**config.mk**
```make
export PLATFORM = sky130hd
export DESIGN_NAME = multi_edge_detector
export DESIGN_NICKNAME = d
export VERILOG_FILES = /design/src/rtl/multi_edge_detector.sv
export SDC_FILE = /design/constraint.sdc
export NUM_CORES = 1
export LEC_CHECK = 0
export CAP_MARGIN = 0
export CORE_MARGIN = 1.5
export CORE_UTILIZATION = 48
export CTS_CLUSTER_SIZE = 30
export DETAILED_ROUTE_END_ITERATION = 6
export GPL_TIMING_DRIVEN = 1
export PLACE_DENSITY = 0.84
export SYNTH_ARGS = -nofsm -noshare
export SYNTH_HDL_FRONTEND = slang
export SYNTH_SLANG_ARGS = --single-unit
```
**constraint.sdc**
```tcl
create_clock -name clk -period 1.85 [get_ports clk]
set_input_delay 0.2775 -clock clk [delete_from_list [all_inputs] [get_ports clk]]
set_output_delay 0.2775 -clock clk [all_outputs]
set_load 0.005 [all_outputs]
```
**src/rtl/multi_edge_detector.sv**
```systemverilog
// ============================================================================
// multi_edge_detector: per-channel synchroniser, glitch filter and edge
// detector with sticky write-one-to-clear pending flags and an ORed interrupt.
// Revision: 1.0
// ============================================================================
`default_nettype none

module multi_edge_detector #(
   parameter int WIDTH       = 8,
   parameter int SYNC_STAGES = 2,
   parameter int FILTER_LEN  = 4,
   parameter bit INIT_LEVEL  = 1'b0
) (
   input  logic             clk,
   input  logic             rst,
   input  logic [WIDTH-1:0] din,
   input  logic [WIDTH-1:0] rise_en,
   input  logic [WIDTH-1:0] fall_en,
   input  logic [WIDTH-1:0] clr,
   output logic [WIDTH-1:0] level,
   output logic [WIDTH-1:0] pulse,
   output logic [WIDTH-1:0] pending,
   output logic             irq
);

   localparam int             CW      = (FILTER_LEN > 1) ? $clog2(FILTER_LEN) : 1;
   localparam logic [CW-1:0]  CNT_MAX = CW'(FILTER_LEN - 1);
   localparam logic [CW-1:0]  CNT_ONE = CW'(1);

   for (genvar i = 0; i < WIDTH; i++) begin : g_ch
      logic [SYNC_STAGES-1:0] sync_q, sync_d;
      logic [CW-1:0]          cnt_q, cnt_d;
      logic                   level_q, level_d;
      logic                   pulse_q, pulse_d;
      logic                   pending_q, pending_d;
      logic                   sync_s;

      assign sync_s = sync_q[SYNC_STAGES-1];

      always_comb begin
         sync_d  = {sync_q[SYNC_STAGES-2:0], din[i]};
         level_d = level_q;
         cnt_d   = cnt_q;

         // Any agreeing cycle restarts the qualification count.
         if (sync_s == level_q) begin
            cnt_d = '0;
         end else if (cnt_q == CNT_MAX) begin
            level_d = sync_s;
            cnt_d   = '0;
         end else begin
            cnt_d = cnt_q + CNT_ONE;
         end

         pulse_d = 1'b0;
         if (level_d && !level_q) begin
            pulse_d = rise_en[i];
         end else if (!level_d && level_q) begin
            pulse_d = fall_en[i];
         end

         // A new event outranks a simultaneous clear so it is never lost.
         pending_d = pulse_d | (pending_q & ~clr[i]);
      end

      always_ff @(posedge clk or posedge rst) begin
         if (rst) begin
            sync_q    <= {SYNC_STAGES{INIT_LEVEL}};
            cnt_q     <= '0;
            level_q   <= INIT_LEVEL;
            pulse_q   <= 1'b0;
            pending_q <= 1'b0;
         end else begin
            sync_q    <= sync_d;
            cnt_q     <= cnt_d;
            level_q   <= level_d;
            pulse_q   <= pulse_d;
            pending_q <= pending_d;
         end
      end

      assign level[i]   = level_q;
      assign pulse[i]   = pulse_q;
      assign pending[i] = pending_q;
   end

   assign irq = |pending;

endmodule

`default_nettype wire
```
==> results of run 1 <==
cell type report:
type / instances / area (um2) / area share
Sequential cell: 56 / 1400 / 0.489
Timing Repair Buffer: 59 / 599 / 0.209
Clock inverter: 2 / 38.8 / 0.0135
Tap cell: 52 / 65.1 / 0.0227
Clock buffer: 6 / 82.6 / 0.0288
Inverter: 1 / 3.75 / 0.00131
Multi-Input combinational cell: 83 / 673 / 0.235
metrics by stage:
| step | hold slack, ps | utilization | power, mW | std cells |
|---|---|---|---|---|
| floorplan | 309 | - | 2.40 | 164 |
| global placement | 331 | 0.616 | 2.68 | 251 |
| detailed placement | 336 | 0.616 | 2.73 | 251 |
| CTS | 330 | 0.644 | 3.56 | 259 |
| global route | 355 | 0.644 | 3.73 | 259 |
| finish | 318 | 0.644 | 3.51 | 259 |
logic make-up after synthesis:
| group | count (synthesis) |
|---|---|
| XOR/XNOR | 8 |
| adder cells (fa/ha/maj) | 8 |
| buffers and inverters | 25 |
| flip-flops | 56 |
| multiplexers | 8 |
| AND/OR/NAND/NOR | 59 |
timing repair:
| item | in CTS | in global routing |
|---|---|---|
| buffers inserted | 0 | 0 |
| resized for setup | 2 | 0 |
| setup endpoints to repair | 1 | 0 |
layer usage:
metal | vias to the layer above | track usage
met2 | 43 | 0.266
li1 | 624 | -
met5 | - | 0
met4 | 0 | 0.0692
met3 | 6 | 0.0745
met1 | 617 | 0.170
where the power goes:
group	total [mW]	leakage [nW]	internal, mW	switching (mW)
registers	1.72	0.710	1.50	0.220
clock network	0.829	0.0614	0.443	0.386
logic	0.956	0.553	0.611	0.345
worst max-delay path by stage:
stage,start,to
3_3_place_gp,g_ch[0].pending_q$_DFF_PP0_,irq
5_1_grt,g_ch[4].pending_q$_DFF_PP0_,irq
2_1_floorplan,rst,g_ch[0].cnt_q[0]$_DFF_PP0_
4_1_cts,g_ch[4].pending_q$_DFF_PP0_,irq
6_report,g_ch[4].pending_q$_DFF_PP0_,irq
3_5_place_dp,g_ch[0].pending_q$_DFF_PP0_,irq
sequential cells by signal, summed over array words and instances (netlist names):
register	flops
g_ch.pulse_q	8
g_ch.pending_q	8
g_ch.sync_q	16
g_ch.cnt_q	16
g_ch.level_q	8
worst register-to-register path: cells and delay by family, from the launching register on:
family / cells / cell delay (ps)
fa+ha+maj: 1 / 260
flops: 1 / 410
mux: 1 / 320
cell usage in the layout, fill, tap and decap left out:
| cell | instances |
|---|---|
| nand4b_1 | 16 |
| mux2_1 | 8 |
| clkinv_4 | 1 |
| nor3_2 | 8 |
| dlygate4sd2_1 | 1 |
| nor4_1 | 1 |
| buf_12 | 1 |
| clkdlybuf4s50_1 | 57 |
| clkbuf_8 | 6 |
| nor4_2 | 1 |
| nand2_1 | 9 |
| bufinv_16 | 1 |
| inv_2 | 1 |
| ha_1 | 8 |
| dfrtp_1 | 56 |
| nor2b_1 | 8 |
| nand2b_1 | 8 |
| xnor2_1 | 8 |
| nand3_1 | 8 |
==> impl_metrics.toml, run 1 <==
[floorplanning]
coreArea_um2 = 4440
initial_utilization = 0.507
die_h_um = 71.5
die_area_um2 = 5110
pin_count = 59
row_count = 24
die_w_um = 71.5

[synth]
async_reset_ff_frac = 1.00
synthTopCellsByArea = "dfrtp_1 (62%), buf_4 (8.0%), nand4b_1 (6.2%)"
synthCells = 164
synthXorXnorAreaFrac = 0.0311
synth_common_cells = "dfrtp_1 (56), buf_4 (24), nand4b_1 (16)"
synthSimpleGateAreaFrac = 0.181
synth.top_cell.area_share = 0.622
synth_nets = 206
synth-edff-count = 0
syn_area_um2 = 2250
ys.flop_type = "dfrtp_1"
synthMuxAreaShare = 0.0400
yosys_warnings = 0
synth.distinct_cells = 13
synth_fa_ha_area_frac = 0.0444
yosysMostFrequentCell = "dfrtp_1"
synth-seq-cells = 56
syn_avg_cell_area_um2 = 13.7
synth-compound-area-share = 0
synth_top_family_by_area = "simple AND/OR/NAND/NOR gates"
yosysTopAreaCell = "dfrtp_1"
synth_seq_area_share = 0.622

[routing]
met2_length_mm = 1.73
drt_wl_total_mm = 3.56
wl_met3_um = 375
avgViaCountPerCell = 4.98
drtIter0Drc = 27
first_pass_iters = 6
met1_length_mm = 1.38
wire_per_inst_um = 13.8
highest_layer = "met4"
drc_errors = 5
vias = 1290
final_antenna_net_count = 0

[placement]
hpwl_mm = 2.65
portBuffers = 58
dp_slack_ps = 238
gp_congestion = 0.739
place_area_um2 = 2740

[worst_setup_path]
crit_arrival_ps = 1370
path_buf_inv = 1
end_kind = "output pin"
r2r-start = "g_ch[7].cnt_q[0]$_DFF_PP0_"
path_class = "flip-flop to output pin"
crit_path_max_incr_delay_ps = 410
cp.required_ps = 1570
critical_path_depth = 3
start_kind = "flip-flop"
crit_chain = "nor4_2 -> nand2_1 -> dlygate4sd2_1"
crit_slowest_cell = "dfrtp_1"
r2r_slack_ps = 750
reg2reg_to = "g_ch[7].level_q$_DFF_PP0_"
critPathTopFamily = "flip-flops"
critPathMaxFanout = 3
worst_r2r_path_depth = 2

[sta]
fmax_mhz = 606
fin_crit_sh = 0.891
setup_viol = 0
hold_viol = 0
worstMarginPinSlew_ps = 289
fin_setup_tns_ps = 0
relSlewSlack = 0.807
min_period_ps = 1650
worst_slack_ps = 201
skew_ps = 7.35
rsz0062_at_grt = "no"
drv_slew = 0

[final_layout]
final_cell_area_um2 = 2860
layout-drive-gt1-share = 0.0918
syn2layout_area_growth_pct = 27.2
final_nets = 248
fillCellCount = 341
diodes = 0

[cts]
ctsHoldBuffers = 0
cts.path.max_buffers = 2
worst_skew_pair.late_latency_ps = 310
root_buffer = "clkbuf_8"
clock-sinks = 56
cts-htree-levels = 2
cts_tree = "built"
cts_buffers = 5
clkSlewWorstSetupHoldPaths_ps = 90

[global_routing]
grt_pass1_wl_mm = 5.97
track_usage = 0.158
grt_pass1_vias = 1350
grt.overflow.total = 0
antenna_found_initial = 0
grt_max_degree = 57

[power_and_ir_drop]
p_leak_nw = 1.32
ir_drop_mv = 0.656
powerDensity_nw_per_um2 = 1230

[min_path]
worstHoldPathType = "input pin to async pin"

[run_status]
status = "complete, but fails checks"
violations = "design-rule violations"

[run]
maxCapViolCount = 0
(Power assumes the default switching activity.)
==> inputs of run 2 (changes only) <==
--- a/config.mk
+++ b/config.mk
@@ -7,11 +7,11 @@
 export LEC_CHECK = 0
 export CAP_MARGIN = 0
 export CORE_MARGIN = 1.5
-export CORE_UTILIZATION = 48
+export CORE_UTILIZATION = 43
 export CTS_CLUSTER_SIZE = 30
 export DETAILED_ROUTE_END_ITERATION = 6
-export GPL_TIMING_DRIVEN = 1
-export PLACE_DENSITY = 0.84
+export GPL_TIMING_DRIVEN = 0
+export PLACE_DENSITY = 0.8
 export SYNTH_ARGS = -nofsm -noshare
 export SYNTH_HDL_FRONTEND = slang
 export SYNTH_SLANG_ARGS = --single-unit
==> constraint.sdc (replaced) <==
create_clock -name clk -period 1.5 [get_ports clk]
set_input_delay 0.225 -clock clk [delete_from_list [all_inputs] [get_ports clk]]
set_output_delay 0.225 -clock clk [all_outputs]
set_load 0.005 [all_outputs]
==> run 2 against run 1 <==
- the flow now finishes without violations
- sequential share of layout area fell by 4.2 points
- sequential power rose by 20%
- wire length rose by 1.8%
- register-to-register slack got worse by 350 ps
- clock-buffer cell count did not move
- die area rose by 11%
- first-iteration DRC count rose by 130%
- via count rose by 9.9%
- total power rose by 26%
==> impl_metrics.toml, run 2 (synthesized netlist as in run 1, its figures left out) <==
[run_status]
status = "completed"

[worst_setup_path]
cp.required_ps = 1270
path_class = "flip-flop to output pin"
critPathMaxFanout = 3
crit_arrival_ps = 1240
r2r_slack_ps = 400
worst_r2r_path_depth = 2
r2r-start = "g_ch[1].cnt_q[0]$_DFF_PP0_"
end_kind = "output pin"
reg2reg_to = "g_ch[1].level_q$_DFF_PP0_"
start_kind = "flip-flop"

[final_layout]
layout-drive-gt1-share = 0.231
multi_input_area_um2 = 682
fillCellCount = 432
seq_area_um2 = 1400
final_nets = 284
diodes = 0
post-route-util = 0.617
syn2layout_area_growth_pct = 39.0
layout_commonest_cell = "dfrtp_1"
largestRegisters = "g_ch.cnt_q: 16 flops, g_ch.sync_q: 16 flops"
final_cell_mix = "dfrtp_1 (56), buf_4 (39), clkdlybuf4s50_1 (36), nand4b_1 (16), dlymetal6s2s_1 (13)"

[cts]
cts.path.max_buffers = 2
clkSlewWorstSetupHoldPaths_ps = 90
cts_buffers = 5
root_buffer = "clkbuf_8"
cts_tree = "built"
ctsHoldBuffers = 0
cts-htree-levels = 2
clock-sinks = 56
worst_skew_pair.late_latency_ps = 290

[routing]
drtIter0Drc = 63
first_pass_iters = 4
drt_wl_total_mm = 3.63
met2_length_mm = 1.87
wire_per_inst_um = 11.6
vias = 1418
highest_layer = "met4"
drc_errors = 0
wl_met3_um = 221
avgViaCountPerCell = 4.54
met1_length_mm = 1.49
final_antenna_net_count = 0

[sta]
worst_slack_ps = 36.5
worstMarginPinSlew_ps = 1130
setup_viol = 0
hold_ws_ps = 348
min_period_ps = 1460
rsz0062_at_grt = "yes"
skew_ps = 3.24
drv_slew = 0
fin_crit_sh = 0.976
hold_viol = 0
fmax_mhz = 683
relSlewSlack = 0.242

[floorplanning]
die_w_um = 75.4
die_area_um2 = 5680
initial_utilization = 0.444
row_count = 26
die_h_um = 75.4
pin_count = 59
coreArea_um2 = 5070

[power_and_ir_drop]
p_leak_nw = 1.69
power.share.clock = 0.167
pwr-share-comb = 0.366
intPower_mw = 3.22
p_switching_mw = 1.19
netSwitchingFraction = 0.270
total_power_mw = 4.41
seqPwrFrac = 0.467
ir_drop_mv = 0.632
powerDensity_nw_per_um2 = 1410

[global_routing]
grt_pass1_wl_mm = 5.82
track_usage = 0.139
grt_max_degree = 57
antenna_found_initial = 0
grt_pass1_vias = 1394
grt.overflow.total = 0

[min_path]
holdPathEnd = "g_ch[1].sync_q[1]$_DFF_PP0_"
worstHoldPathType = "flip-flop to flip-flop"
hold_depth = 0
min_from = "g_ch[1].sync_q[0]$_DFF_PP0_"

[placement]
dp_slack_ps = -90.3
portBuffers = 58
gp_congestion = 0.696
hpwl_mm = 2.53

[run]
maxCapViolCount = 0
## run 2: cell count changes in the layout (fill, tap and decap cells not counted), moves of 4 or more
cell | before | now
clkdlybuf4s50_1 | 57 | 36
dlygate4sd2_1 | 1 | 5
dlymetal6s2s_1 | 0 | 13
buf_4 | 0 | 39
## run 2: final cells by class
type | count | area share
flip-flops and latches | 56 | 0.448
repair buffers | 71 | 0.222
multi-input cells | 83 | 0.218
plain buffers | 24 | 0.0576
well taps | 70 | 0.0280
clock buffers | 6 | 0.0232
inverters | 1 | 0.00240
clock inverters | 1 | 0.00160
## run 2: worst max-delay path: stages, from the launching register on
cell and delay (ps):
dfrtp_1 430, nor4_4 300, nand2_1 90, clkbuf_2 120
## run 2: power groups by stage
stage | clock network (mW) | registers (mW) | logic [mW]
CTS | 0.774 | 2.06 | 1.64
detailed placement | 0 | 2.16 | 1.40
global route | 0.846 | 2.10 | 1.80
global placement | 0 | 2.15 | 1.36
finish | 0.737 | 2.06 | 1.61
floorplan | 0 | 2.10 | 0.862
## run 2: worst max path at each step
stage / from / end / slack (ps) / cells after the start
final: g_ch[4].pending_q$_DFF_PP0_ / irq / 40 / 3
after CTS: g_ch[0].pending_q$_DFF_PP0_ / irq / -130 / 3
after global routing: g_ch[4].pending_q$_DFF_PP0_ / irq / -70 / 3
after detailed placement: g_ch[3].pending_q$_DFF_PP0_ / irq / -90 / 3
after floorplan: g_ch[2].cnt_q[0]$_DFF_PP0_ / g_ch[2].level_q$_DFF_PP0_ / 460 / 2
after global placement: g_ch[0].pending_q$_DFF_PP0_ / irq / -110 / 3
## run 2: metal layers
metal  vias to the layer above  global-route usage
met2                        41               0.249
met1                       675               0.155
met3                         5              0.0503
met4                         0              0.0417
met5                         -                   0
li1                        697                   -
## run 2: timing repair
action / 4_1_cts / 5_1_grt
resized for setup: 11 / 16
setup endpoints to repair: 15 / 15
setup buffers: 10 / 3
pin swaps: 0 / 1
## run 2: metrics by stage
| stage | std cells | TNS, ps | area [um2] |
|---|---|---|---|
| finish | 312 | 0 | 3130 |
| global route | 312 | -72.3 | 3130 |
| CTS | 309 | -132 | 3080 |
| detailed placement | 292 | -4070 | 2920 |
| global placement | 292 | -3400 | 2920 |
| floorplan | 164 | 0 | 2260 |
